$ cat src/rtl/mips_ctrl_pkg.sv
// Shared encodings for the multicycle MIPS controller: opcodes, functs,
// ALUOp and ALU control codes, and the FSM state enum.
package mips_ctrl_pkg;

  localparam logic [5:0] OP_RTYPE = 6'b000000;
  localparam logic [5:0] OP_LW    = 6'b100011;
  localparam logic [5:0] OP_SW    = 6'b101011;
  localparam logic [5:0] OP_BEQ   = 6'b000100;
  localparam logic [5:0] OP_ADDI  = 6'b001000;
  localparam logic [5:0] OP_J     = 6'b000010;

  localparam logic [5:0] F_ADD = 6'b100000;
  localparam logic [5:0] F_SUB = 6'b100010;
  localparam logic [5:0] F_AND = 6'b100100;
  localparam logic [5:0] F_OR  = 6'b100101;
  localparam logic [5:0] F_SLT = 6'b101010;

  localparam logic [1:0] ALUOP_ADD   = 2'b00;
  localparam logic [1:0] ALUOP_SUB   = 2'b01;
  localparam logic [1:0] ALUOP_FUNCT = 2'b10;

  localparam logic [2:0] ALUC_ADD = 3'b010;
  localparam logic [2:0] ALUC_SUB = 3'b110;
  localparam logic [2:0] ALUC_AND = 3'b000;
  localparam logic [2:0] ALUC_OR  = 3'b001;
  localparam logic [2:0] ALUC_SLT = 3'b111;

  typedef enum logic [3:0] {
    FETCH    = 4'd0,
    DECODE   = 4'd1,
    MEMADR   = 4'd2,
    MEMREAD  = 4'd3,
    MEMWB    = 4'd4,
    MEMWRITE = 4'd5,
    EXECUTE  = 4'd6,
    ALUWB    = 4'd7,
    BRANCH   = 4'd8,
    ADDIEX   = 4'd9,
    ADDIWB   = 4'd10,
    JUMP     = 4'd11
  } state_t;

endpackage

$ cat src/rtl/mc_alu_decoder.sv
// ALU decoder: ALUOp + Funct -> ALUControl, zero-extended to ALUCTRL_W.
module mc_alu_decoder
  import mips_ctrl_pkg::*;
#(
  parameter int unsigned ALUCTRL_W = 3
) (
  input  logic [1:0]           i_alu_op,
  input  logic [5:0]           i_funct,
  output logic [ALUCTRL_W-1:0] o_alu_control
);

  logic [2:0] w_code;

  // Select the 3-bit ALU operation; unknown funct and ALUOp 11 fall back to add
  always_comb begin
    w_code = ALUC_ADD;
    case (i_alu_op)
      ALUOP_ADD: w_code = ALUC_ADD;
      ALUOP_SUB: w_code = ALUC_SUB;
      ALUOP_FUNCT: begin
        case (i_funct)
          F_ADD:   w_code = ALUC_ADD;
          F_SUB:   w_code = ALUC_SUB;
          F_AND:   w_code = ALUC_AND;
          F_OR:    w_code = ALUC_OR;
          F_SLT:   w_code = ALUC_SLT;
          default: w_code = ALUC_ADD;
        endcase
      end
      default: w_code = ALUC_ADD;
    endcase
  end

  assign o_alu_control = ALUCTRL_W'(w_code);

endmodule

$ cat src/rtl/multicycle_control_unit.sv
// Moore FSM controller for the multicycle MIPS datapath with optional
// memory ready handshake; outputs decode combinationally from the state.
module multicycle_control_unit
  import mips_ctrl_pkg::*;
#(
  parameter int unsigned ALUCTRL_W     = 3,
  parameter int unsigned USE_MEM_READY = 0
) (
  input  logic                 clk,
  input  logic                 reset,
  input  logic [5:0]           Opcode,
  input  logic [5:0]           Funct,
  input  logic                 Zero,
  input  logic                 mem_ready,
  output logic                 MemtoReg,
  output logic                 RegDst,
  output logic                 IorD,
  output logic                 ALUSrcA,
  output logic [1:0]           ALUSrcB,
  output logic [1:0]           PCSrc,
  output logic                 IRWrite,
  output logic                 MemWrite,
  output logic                 RegWrite,
  output logic                 PCEn,
  output logic [ALUCTRL_W-1:0] ALUControl,
  output logic                 illegal_op,
  output logic                 instr_done,
  output logic [3:0]           state_o
);

  state_t     r_state;
  logic       w_rdy;
  logic       w_op_legal;
  logic [1:0] w_alu_op;
  logic       w_pc_write;
  logic       w_branch;
  logic       w_ir_write;
  logic       w_mem_write;
  logic       w_reg_write;
  logic       w_illegal;
  logic       w_done;

  assign w_rdy = (USE_MEM_READY != 0) ? mem_ready : 1'b1;

  // Classify the opcode currently held in the instruction register
  always_comb begin
    case (Opcode)
      OP_RTYPE, OP_LW, OP_SW, OP_BEQ, OP_ADDI, OP_J: w_op_legal = 1'b1;
      default:                                      w_op_legal = 1'b0;
    endcase
  end

  // State register: sequence instructions, holding memory states until ready
  always_ff @(posedge clk or posedge reset) begin
    if (reset) begin
      r_state <= FETCH;
    end else begin
      case (r_state)
        FETCH:    if (w_rdy) r_state <= DECODE;
        DECODE: begin
          case (Opcode)
            OP_LW, OP_SW: r_state <= MEMADR;
            OP_RTYPE:     r_state <= EXECUTE;
            OP_BEQ:       r_state <= BRANCH;
            OP_ADDI:      r_state <= ADDIEX;
            OP_J:         r_state <= JUMP;
            default:      r_state <= FETCH;
          endcase
        end
        MEMADR:   r_state <= (Opcode == OP_LW) ? MEMREAD : MEMWRITE;
        MEMREAD:  if (w_rdy) r_state <= MEMWB;
        MEMWRITE: if (w_rdy) r_state <= FETCH;
        EXECUTE:  r_state <= ALUWB;
        ADDIEX:   r_state <= ADDIWB;
        default:  r_state <= FETCH;
      endcase
    end
  end

  // Per-state output decode; strobes on memory states are qualified by ready
  always_comb begin
    MemtoReg    = 1'b0;
    RegDst      = 1'b0;
    IorD        = 1'b0;
    ALUSrcA     = 1'b0;
    ALUSrcB     = 2'b00;
    PCSrc       = 2'b00;
    w_alu_op    = ALUOP_ADD;
    w_pc_write  = 1'b0;
    w_branch    = 1'b0;
    w_ir_write  = 1'b0;
    w_mem_write = 1'b0;
    w_reg_write = 1'b0;
    w_illegal   = 1'b0;
    w_done      = 1'b0;
    case (r_state)
      FETCH: begin
        ALUSrcB    = 2'b01;
        w_ir_write = w_rdy;
        w_pc_write = w_rdy;
      end
      DECODE: begin
        ALUSrcB   = 2'b11;
        w_illegal = ~w_op_legal;
      end
      MEMADR, ADDIEX: begin
        ALUSrcA = 1'b1;
        ALUSrcB = 2'b10;
      end
      MEMREAD: IorD = 1'b1;
      MEMWRITE: begin
        IorD        = 1'b1;
        w_mem_write = w_rdy;
        w_done      = w_rdy;
      end
      MEMWB: begin
        w_reg_write = 1'b1;
        MemtoReg    = 1'b1;
        w_done      = 1'b1;
      end
      EXECUTE: begin
        ALUSrcA  = 1'b1;
        w_alu_op = ALUOP_FUNCT;
      end
      ALUWB: begin
        RegDst      = 1'b1;
        w_reg_write = 1'b1;
        w_done      = 1'b1;
      end
      BRANCH: begin
        ALUSrcA  = 1'b1;
        w_alu_op = ALUOP_SUB;
        PCSrc    = 2'b01;
        w_branch = 1'b1;
        w_done   = 1'b1;
      end
      ADDIWB: begin
        w_reg_write = 1'b1;
        w_done      = 1'b1;
      end
      JUMP: begin
        PCSrc      = 2'b10;
        w_pc_write = 1'b1;
        w_done     = 1'b1;
      end
      default: ;
    endcase
  end

  // Write enables and status pulses are suppressed while reset is held
  assign IRWrite    = w_ir_write  & ~reset;
  assign MemWrite   = w_mem_write & ~reset;
  assign RegWrite   = w_reg_write & ~reset;
  assign PCEn       = (w_pc_write | (w_branch & Zero)) & ~reset;
  assign illegal_op = w_illegal   & ~reset;
  assign instr_done = w_done      & ~reset;
  assign state_o    = r_state;

  mc_alu_decoder #(.ALUCTRL_W(ALUCTRL_W)) u_alu_dec (
    .i_alu_op      (w_alu_op),
    .i_funct       (Funct),
    .o_alu_control (ALUControl)
  );

endmodule

$ cat config.mk
export PLATFORM = sky130hd
export DESIGN_NAME = multicycle_control_unit
export DESIGN_NICKNAME = d
export VERILOG_FILES = /design/src/rtl/mips_ctrl_pkg.sv /design/src/rtl/mc_alu_decoder.sv /design/src/rtl/multicycle_control_unit.sv
export SDC_FILE = /design/constraint.sdc
export NUM_CORES = 1
export LEC_CHECK = 0
export ABC_AREA = 1
export ABC_CLOCK_PERIOD_IN_PS = 1200
export BUFFER_PORTS_ARGS = -buffer_cell sky130_fd_sc_hd__buf_2
export CAP_MARGIN = 20
export CORE_MARGIN = 2
export CORE_UTILIZATION = 35
export CTS_BUF_LIST = sky130_fd_sc_hd__clkbuf_8
export DETAILED_ROUTE_END_ITERATION = 12
export HOLD_SLACK_MARGIN = 0.1
export MAX_ROUTING_LAYER = met4
export PLACE_DENSITY_LB_ADDON = 0.15
export SLEW_MARGIN = 20
export SYNTH_ARGS = -nofsm -noshare
export SYNTH_HDL_FRONTEND = slang
export SYNTH_SLANG_ARGS = --single-unit
$ cat constraint.sdc
create_clock -name clk -period 1.2 [get_ports clk]
set_clock_uncertainty 0.05 [all_clocks]
set_input_delay 0 -clock clk [delete_from_list [all_inputs] [get_ports clk]]
set_output_delay 0 -clock clk [all_outputs]
set_load 0.03 [all_outputs]
==> results of run 1 <==
==> kinds of logic after synthesis <==
family          after synthesis  share of synthesized area, %
simple gates                 70                          58.0
buf+inv                      20                          13.0
compound gates                7                          7.36
flops                         4                          17.3
fa+ha+maj                     2                          4.33
==> repair_timing <==
action | in CTS
setup buffers | 8
resized for setup | 62
gates cloned | 0
endpoints found under the setup margin | 21
pin swaps | 13
hold buffers | 1
hold endpoints to repair | 4
==> through the flow <==
step           cells  util (%)  setup TNS (ns)  worst slack, ns
2_1_floorplan    103         -           -1.45           -0.319
4_1_cts          186      91.0           -4.27           -0.355
3_3_place_gp     175      69.9           -1.20           -0.213
3_5_place_dp     175      69.9           -1.53           -0.243
==> reports/results.txt, run 1 <==
status -> stopped before the end
Last stage -> 5_1_grt
stop err -> [ERROR DPL-0038] Utilization greater than 100%, impossible to legalize
Ys Warns -> 0
prevailing post-synth register cell -> dfrtp_1
GRT worst endpoint -> ALUControl[2]
Placed Instance Area -> 1060 um^2
CTS Sinks -> 4
Max Root-Sink Buffers -> 2
final RePlAce weighted congestion -> 0.868
largest net degree at the start of global routing -> 7
ys async rst share -> 100%
Yosys top cell area share -> 17.3%
Die Y -> 44.6 um
Synth top cells by count -> nand2_1, nor2_1, nand3_1
CTS buffer count -> 3
Post-Synthesis Cell Area -> 578 um^2
I/O Buffers -> 35
IO Count -> 37
sequential fraction of the synthesis area -> 17.3%
H-tree depth -> 1
Synth area leaders -> dfrtp_1, nand2_1, nand3_1
Post-synth EDFFs -> 0
Root Driver -> clkbuf_8
biggest area consumer among synthesized cells -> dfrtp_1
dominant cell by count in the synthesized netlist -> nand2_1
Syn Area/Cell -> 5.61 um^2
die extent in x -> 44.6 um
worst endpoint type -> top-level output
Gate Count Post-Synth -> 103
post-DP HPWL -> 1550 um
count of cell types in the netlist -> 20
initial core utilization -> 37.9%
syn nets -> 121
Rows -> 14
Synth Register Bits -> 4
==> inputs of run 2 (changes only) <==
--- a/config.mk
+++ b/config.mk
@@ -6,15 +6,12 @@
 export NUM_CORES = 1
 export LEC_CHECK = 0
 export ABC_AREA = 1
-export ABC_CLOCK_PERIOD_IN_PS = 1200
+export ABC_CLOCK_PERIOD_IN_PS = 1600
 export BUFFER_PORTS_ARGS = -buffer_cell sky130_fd_sc_hd__buf_2
 export CAP_MARGIN = 20
-export CORE_MARGIN = 2
-export CORE_UTILIZATION = 35
-export CTS_BUF_LIST = sky130_fd_sc_hd__clkbuf_8
+export CORE_AREA = 2 2 63 65
 export DETAILED_ROUTE_END_ITERATION = 12
-export HOLD_SLACK_MARGIN = 0.1
-export MAX_ROUTING_LAYER = met4
+export DIE_AREA = 0 0 65 67
 export PLACE_DENSITY_LB_ADDON = 0.15
 export SLEW_MARGIN = 20
 export SYNTH_ARGS = -nofsm -noshare
==> constraint.sdc (replaced) <==
create_clock -name clk -period 1.6 [get_ports clk]
set_clock_uncertainty 0.05 [all_clocks]
set_input_delay 0 -clock clk [delete_from_list [all_inputs] [get_ports clk]]
set_output_delay 0 -clock clk [all_outputs]
set_load 0.03 [all_outputs]
==> run 2 against run 1 <==
  * The flow now finishes without violations
  * Synthesized cell count unchanged
  * Synthesized area unchanged
==> reports/results.txt, run 2 <==
area added between synthesis and finish -> 90.3%
Tcrit/Tclk final -> 97.6%
Die Y -> 67 um
dominant cell by count in the synthesized netlist -> nand2_1
ANT cells -> 0
initial antenna violation count -> 0
final setup fails -> 0
post-DP HPWL -> 1630 um
Worst R2R End -> state_o[2]$_DFF_PP0_
Synth area leaders -> dfrtp_1, nand2_1, nand3_1
Leakage -> 0.564 nW
core area -> 3610 um^2
sequential fraction of the synthesis area -> 17.3%
startpoint types -> flip-flop
Root Driver -> clkbuf_8
Slew HR -> 77.2%
max reg flops -> 4
count of final hold-check violations -> 0
number of cells on the worst reg-to-reg path -> 8
Routed WL -> 1930 um
total track usage -> 9.93%
Final Power -> 0.00125 W
vias -> 800
Gate Count Post-Synth -> 103
RR Startpoint -> state_o[3]$_DFF_PP0_
Max Root-Sink Buffers -> 2
Switching Share -> 48.8%
setup slack, reg-to-reg -> 0.20 ns
Max IR drop VDD -> 0.000265 V
I/O Buffers -> 35
Worst-path clk slew -> 0.04 ns
Bufs and invs on worst path -> 2
top cell family by delay on the critical path -> flip-flops
status -> completed
RSZ-0062 raised after global routing -> yes
DR iter-0 viols -> 31
Worst Setup SP -> state_o[3]$_DFF_PP0_
Worst Hold Margin -> 0.0800 ns
Ys Warns -> 0
Rows -> 22
TritonCTS clock tree -> yes
initial core utilization -> 16.0%
H-tree depth -> 1
max-slew violations -> 0
syn nets -> 121
largest net degree at the start of global routing -> 7
Worst Path Arrival -> 1.51 ns
Pre-antenna DRT Iters -> 5
die extent in x -> 65 um
Tightest Hold Check Type -> input port to flip-flop
critical path required time -> 1.55 ns
max_cap viols -> 0
min Tclk post-route -> 1.56 ns
Yosys top cell area share -> 17.3%
commonest non-fill, non-tap cells in the layout -> buf_2, nand2_1, nor2_1, buf_4, nand3_1
ys async rst share -> 100%
most common cell after layout, fill and taps aside -> buf_2
IO Count -> 37
GRT overflow -> 0
DRT antenna net count -> 0
Vias/cell -> 3.88
CTS buffer count -> 3
nets -> 177
final RePlAce weighted congestion -> 0.776
first-pass GRT wire length -> 3440 um
Post-Synthesis Cell Area -> 578 um^2
Crit Path Class -> flip-flop to primary output
Int Pwr -> 0.000640 W
Comb pwr share -> 70.1%
slowest library cell on the worst path -> dfrtp_2
prevailing post-synth register cell -> dfrtp_1
sw power -> 0.000609 W
PD cells -> 1140 nW/um^2
WL per Instance -> 9.36 um
critical path depth -> 7
clock network power share -> 17.9%
vias in the first global route -> 843
Die ar. -> 4360 um^2
Worst Path Max Fanout -> 4
biggest area consumer among synthesized cells -> dfrtp_1
fmax -> 640 MHz
Slew @ Worst Pin -> 0.341 ns
Post-synth EDFFs -> 0
Reg power frac -> 12.0%
crit end category -> primary output
crit path to -> ALUControl[0]
Synth Register Bits -> 4
Synth top cells by count -> nand2_1, nor2_1, nand3_1
Skew-Pair Late Insertion Delay -> 0.22 ns
CTS Sinks -> 4
count of cell types in the netlist -> 20
DRC Markers -> 0
share of layout cells above drive strength 1 -> 53.8%
slowest stage delay, CP -> 0.42 ns
# fillers -> 415
Syn Area/Cell -> 5.61 um^2
most used cell, CP -> nor2_4
critical-path cell list -> nor2_4, inv_2, nor2_4, ha_4, nand3_4, o22ai_2, buf_6
==> run 2: per-stage QoR <==
step                      cells  utilization [%]  setup slack [ns]  instance area (um^2)  setup TNS, ns
final                       206             30.5            0.0380                  1100              0
after global routing        206             30.5           -0.0730                  1100         -0.186
after CTS                   200             28.9           -0.0113                  1040        -0.0158
after detailed placement    190             24.9            0.0792                   898              0
after global placement      190             24.9            0.0982                   898              0
after floorplan             103                -           0.00574                   633              0
==> run 2: worst min-delay path by stage <==
stage | startpoint | endpoint | slack (ns) | cells after the start
6_report | Opcode[4] | state_o[1]$_DFF_PP0_ | 0.08 | 4
2_1_floorplan | reset | state_o[2]$_DFF_PP0_ | -0.28 | 1
3_3_place_gp | reset | state_o[2]$_DFF_PP0_ | -0.07 | 2
3_5_place_dp | reset | state_o[2]$_DFF_PP0_ | -0.07 | 2
5_1_grt | Opcode[0] | state_o[1]$_DFF_PP0_ | 0.11 | 4
4_1_cts | Opcode[4] | state_o[1]$_DFF_PP0_ | 0.08 | 4
==> run 2: worst register-to-register path, delay by kind of cell (launching register included) <==
kind                   cells  cell delay [ns]
flip-flops                 1             0.42
AND/OR/NAND/NOR            4             0.43
buffers and inverters      4             0.43
==> run 2: cell families after synthesis <==
logic type,after synthesis,share of synthesized area [%]
and+or+nand+nor,70,58.0
DFF,4,17.3
buffers and inverters,20,13.0
adders and majority gates,2,4.33
AOI/OAI and AO/OA,7,7.36
==> run 2: layout make-up <==
type / instances / area (um^2) / area share [%]
multi-input cells: 79 / 492 / 44.7
repair buffers: 51 / 322 / 29.2
flip-flops and latches: 4 / 104 / 9.44
inverters: 20 / 77.6 / 7.05
well taps: 48 / 60.1 / 5.46
clock buffers: 4 / 45.0 / 4.10
==> run 2: routing by layer <==
metal | global-route usage, % | wire length, um | vias to the layer above
met1 | 11.9 | 847 | 344
met4 | 4.79 | 0 | 0
met2 | 17.3 | 952 | 21
li1 | - | - | 435
met3 | 1.52 | 129 | 0
met5 | 0 | 0 | -
==> run 2: repair_timing <==
| action | 4_1_cts | 5_1_grt |
|---|---|---|
| setup endpoints to repair | 5 | 5 |
| setup buffers | 5 | 6 |
| hold buffers | 1 | 0 |
| hold endpoints to repair | 4 | 0 |
| pin swaps | 5 | 4 |
| gates resized for setup | 14 | 5 |
==> run 2: power groups by stage <==
stage / logic, W / clock network [W] / registers, W
floorplan: 0.000435 / 0 / 0.000211
finish: 0.000875 / 0.000223 / 0.000150
CTS: 0.000779 / 0.000230 / 0.000152
global placement: 0.000681 / 0 / 0.000165
global route: 0.000947 / 0.000238 / 0.000154
detailed placement: 0.000683 / 0 / 0.000163
Power figures use the tool's default switching activity.
==> inputs of run 3 (changes only) <==
==> constraint.sdc (replaced) <==
create_clock -name clk -period 1.6 [get_ports clk]
set_clock_uncertainty 0.05 [all_clocks]
set_input_delay 0.24 -clock clk [delete_from_list [all_inputs] [get_ports clk]]
set_output_delay 0.24 -clock clk [all_outputs]
set_load 0.03 [all_outputs]
==> run 3 against run 2 <==
  * The flow now finishes with violations (setup timing)
  * Sequential cell count is the same
  * Cell count up 8.3%
  * Global-route usage rose by 1.5 points
  * Register-to-register slack about the same
  * Critical path depth rose by 1
  * Non-clock buffer count grew 18
  * Worst hold slack better by 0.026 ns
  * Die area is the same
  * Clock power decreased by 7%
  * Largest power group unchanged
==> reports/results.txt, run 3 (synthesized netlist as in run 2, its figures left out) <==
status -> complete, but fails checks
violated checks -> setup timing
critical path required time -> 1.31 ns
Die ar. -> 4360 um^2
max-slew violations -> 0
initial antenna violation count -> 0
Pre-antenna DRT Iters -> 4
first-pass GRT wire length -> 4050 um
DR iter-0 viols -> 22
Worst-path clk slew -> 0.03 ns
Placed Instances -> 209
ANT cells -> 0
total track usage -> 11.4%
final core utilization -> 43.2%
count of final hold-check violations -> 0
PD cells -> 1130 nW/um^2
hold buffer count at cts -> 0
CTS buffer count -> 3
vias in the first global route -> 962
Comb pwr share -> 79.3%
slack of the critical path -> -0.203 ns
Reg power frac -> 8.9%
Root Driver -> clkbuf_8
TritonCTS clock tree -> yes
die extent in x -> 65 um
I/O Buffers -> 35
Worst Path Max Fanout -> 3
min Tclk post-route -> 1.80 ns
Routed WL -> 2370 um
met2 wire len -> 1310 um
max_cap viols -> 0
Leakage -> 0.747 nW
nets -> 195
final setup fails -> 15
clock network power share -> 11.8%
sw power -> 0.000822 W
CTS Sinks -> 4
Slew HR -> 77.4%
area added between synthesis and finish -> 169%
fmax -> 555 MHz
commonest non-fill, non-tap cells in the layout -> buf_6, buf_4, buf_2
# fillers -> 370
largest net degree at the start of global routing -> 7
startpoint types -> flip-flop
TNS Setup -> -1.59 ns
Max IR drop VDD -> 0.000351 V
Int Pwr -> 0.000932 W
Max Root-Sink Buffers -> 2
GRT overflow -> 0
core area -> 3610 um^2
Worst Path Arrival -> 1.51 ns
Die Y -> 67 um
share of layout cells above drive strength 1 -> 73.1%
crit end category -> primary output
Skew-Pair Late Insertion Delay -> 0.21 ns
WL per Instance -> 10.6 um
Tcrit/Tclk final -> 113%
final RePlAce weighted congestion -> 0.768
M1 wire length -> 941 um
most common cell after layout, fill and taps aside -> buf_6
met3 WL post-DR -> 106 um
DRT antenna net count -> 0
Place WS -> -0.0660 ns
Slew @ Worst Pin -> 0.338 ns
Switching Share -> 46.9%
initial core utilization -> 16.0%
Rows -> 22
RSZ-0062 raised after global routing -> yes
vias -> 929
Non-Filler Instances -> 223
Tightest Hold Check Type -> input port to asynchronous set/reset pin
top sig layer -> met4
RR Startpoint -> state_o[1]$_DFF_PP0_
Vias/cell -> 4.17
H-tree depth -> 1
DRC Markers -> 0
IO Count -> 37
post-DP HPWL -> 1790 um
Worst Setup SP -> state_o[1]$_DFF_PP0_
max reg flops -> 4
Crit Path Class -> flip-flop to primary output
==> run 3: layout make-up <==
class	count	area, um^2	area share, %
multi-input cells	79	691	44.4
repair buffers	69	572	36.7
inverters	20	87.6	5.63
flip-flops and latches	4	105	6.75
well taps	48	60.1	3.86
clock buffers	3	41.3	2.65
==> run 3: power by group through the flow <==
stage	logic, W	registers (W)	clock network (W)
6_report	0.00139	0.000155	0.000207
5_1_grt	0.00148	0.000159	0.000220
4_1_cts	0.00125	0.000152	0.000213
3_5_place_dp	0.000921	0.000152	0
3_3_place_gp	0.000917	0.000151	0
2_1_floorplan	0.000466	0.000212	0
==> run 3: layer usage <==
metal | GRT usage, % | up-vias
li1 | - | 473
met1 | 13.4 | 423
met2 | 22.3 | 31
met3 | 0.845 | 2
met4 | 2.39 | 0
met5 | 0 | -
==> run 3: critical path: stages, from the launching register on <==
cell     delay, ns
dfrtp_2       0.41
inv_2         0.09
nand2_4       0.06
nor2_4        0.16
inv_2         0.06
ha_4          0.23
nor2_4        0.09
nand2_2       0.05
buf_6         0.13
==> run 3: what timing repair did <==
action,in CTS,in global routing
gates cloned,0,0
endpoints found under the setup margin,13,16
pin swaps,20,9
hold endpoints to repair,0,0
gates resized for setup,77,19
setup buffers,9,6
==> run 3: path summary, 6_finish.rpt <==
kind / to / slack, ns / depth (start not counted)
max in group asynchronous: state_o[2]$_DFF_PP0_ / 1.28 / 3
worst max-delay path: ALUControl[1] / -0.20 / 8
worst min-delay path: state_o[0]$_DFF_PP0_ / 0.11 / 3
worst min register to register: state_o[3]$_DFF_PP0_ / 0.73 / 6
min in group clk: state_o[1]$_DFF_PP0_ / 0.34 / 4
worst max register to register: state_o[2]$_DFF_PP0_ / 0.20 / 8
==> run 3: metrics by stage <==
step	power (W)	hold slack, ns	area (um^2)
floorplan	0.000678	-0.0355	679
global placement	0.00107	0.282	1090
detailed placement	0.00107	0.276	1090
CTS	0.00161	0.0773	1440
global route	0.00185	0.136	1560
finish	0.00175	0.106	1560
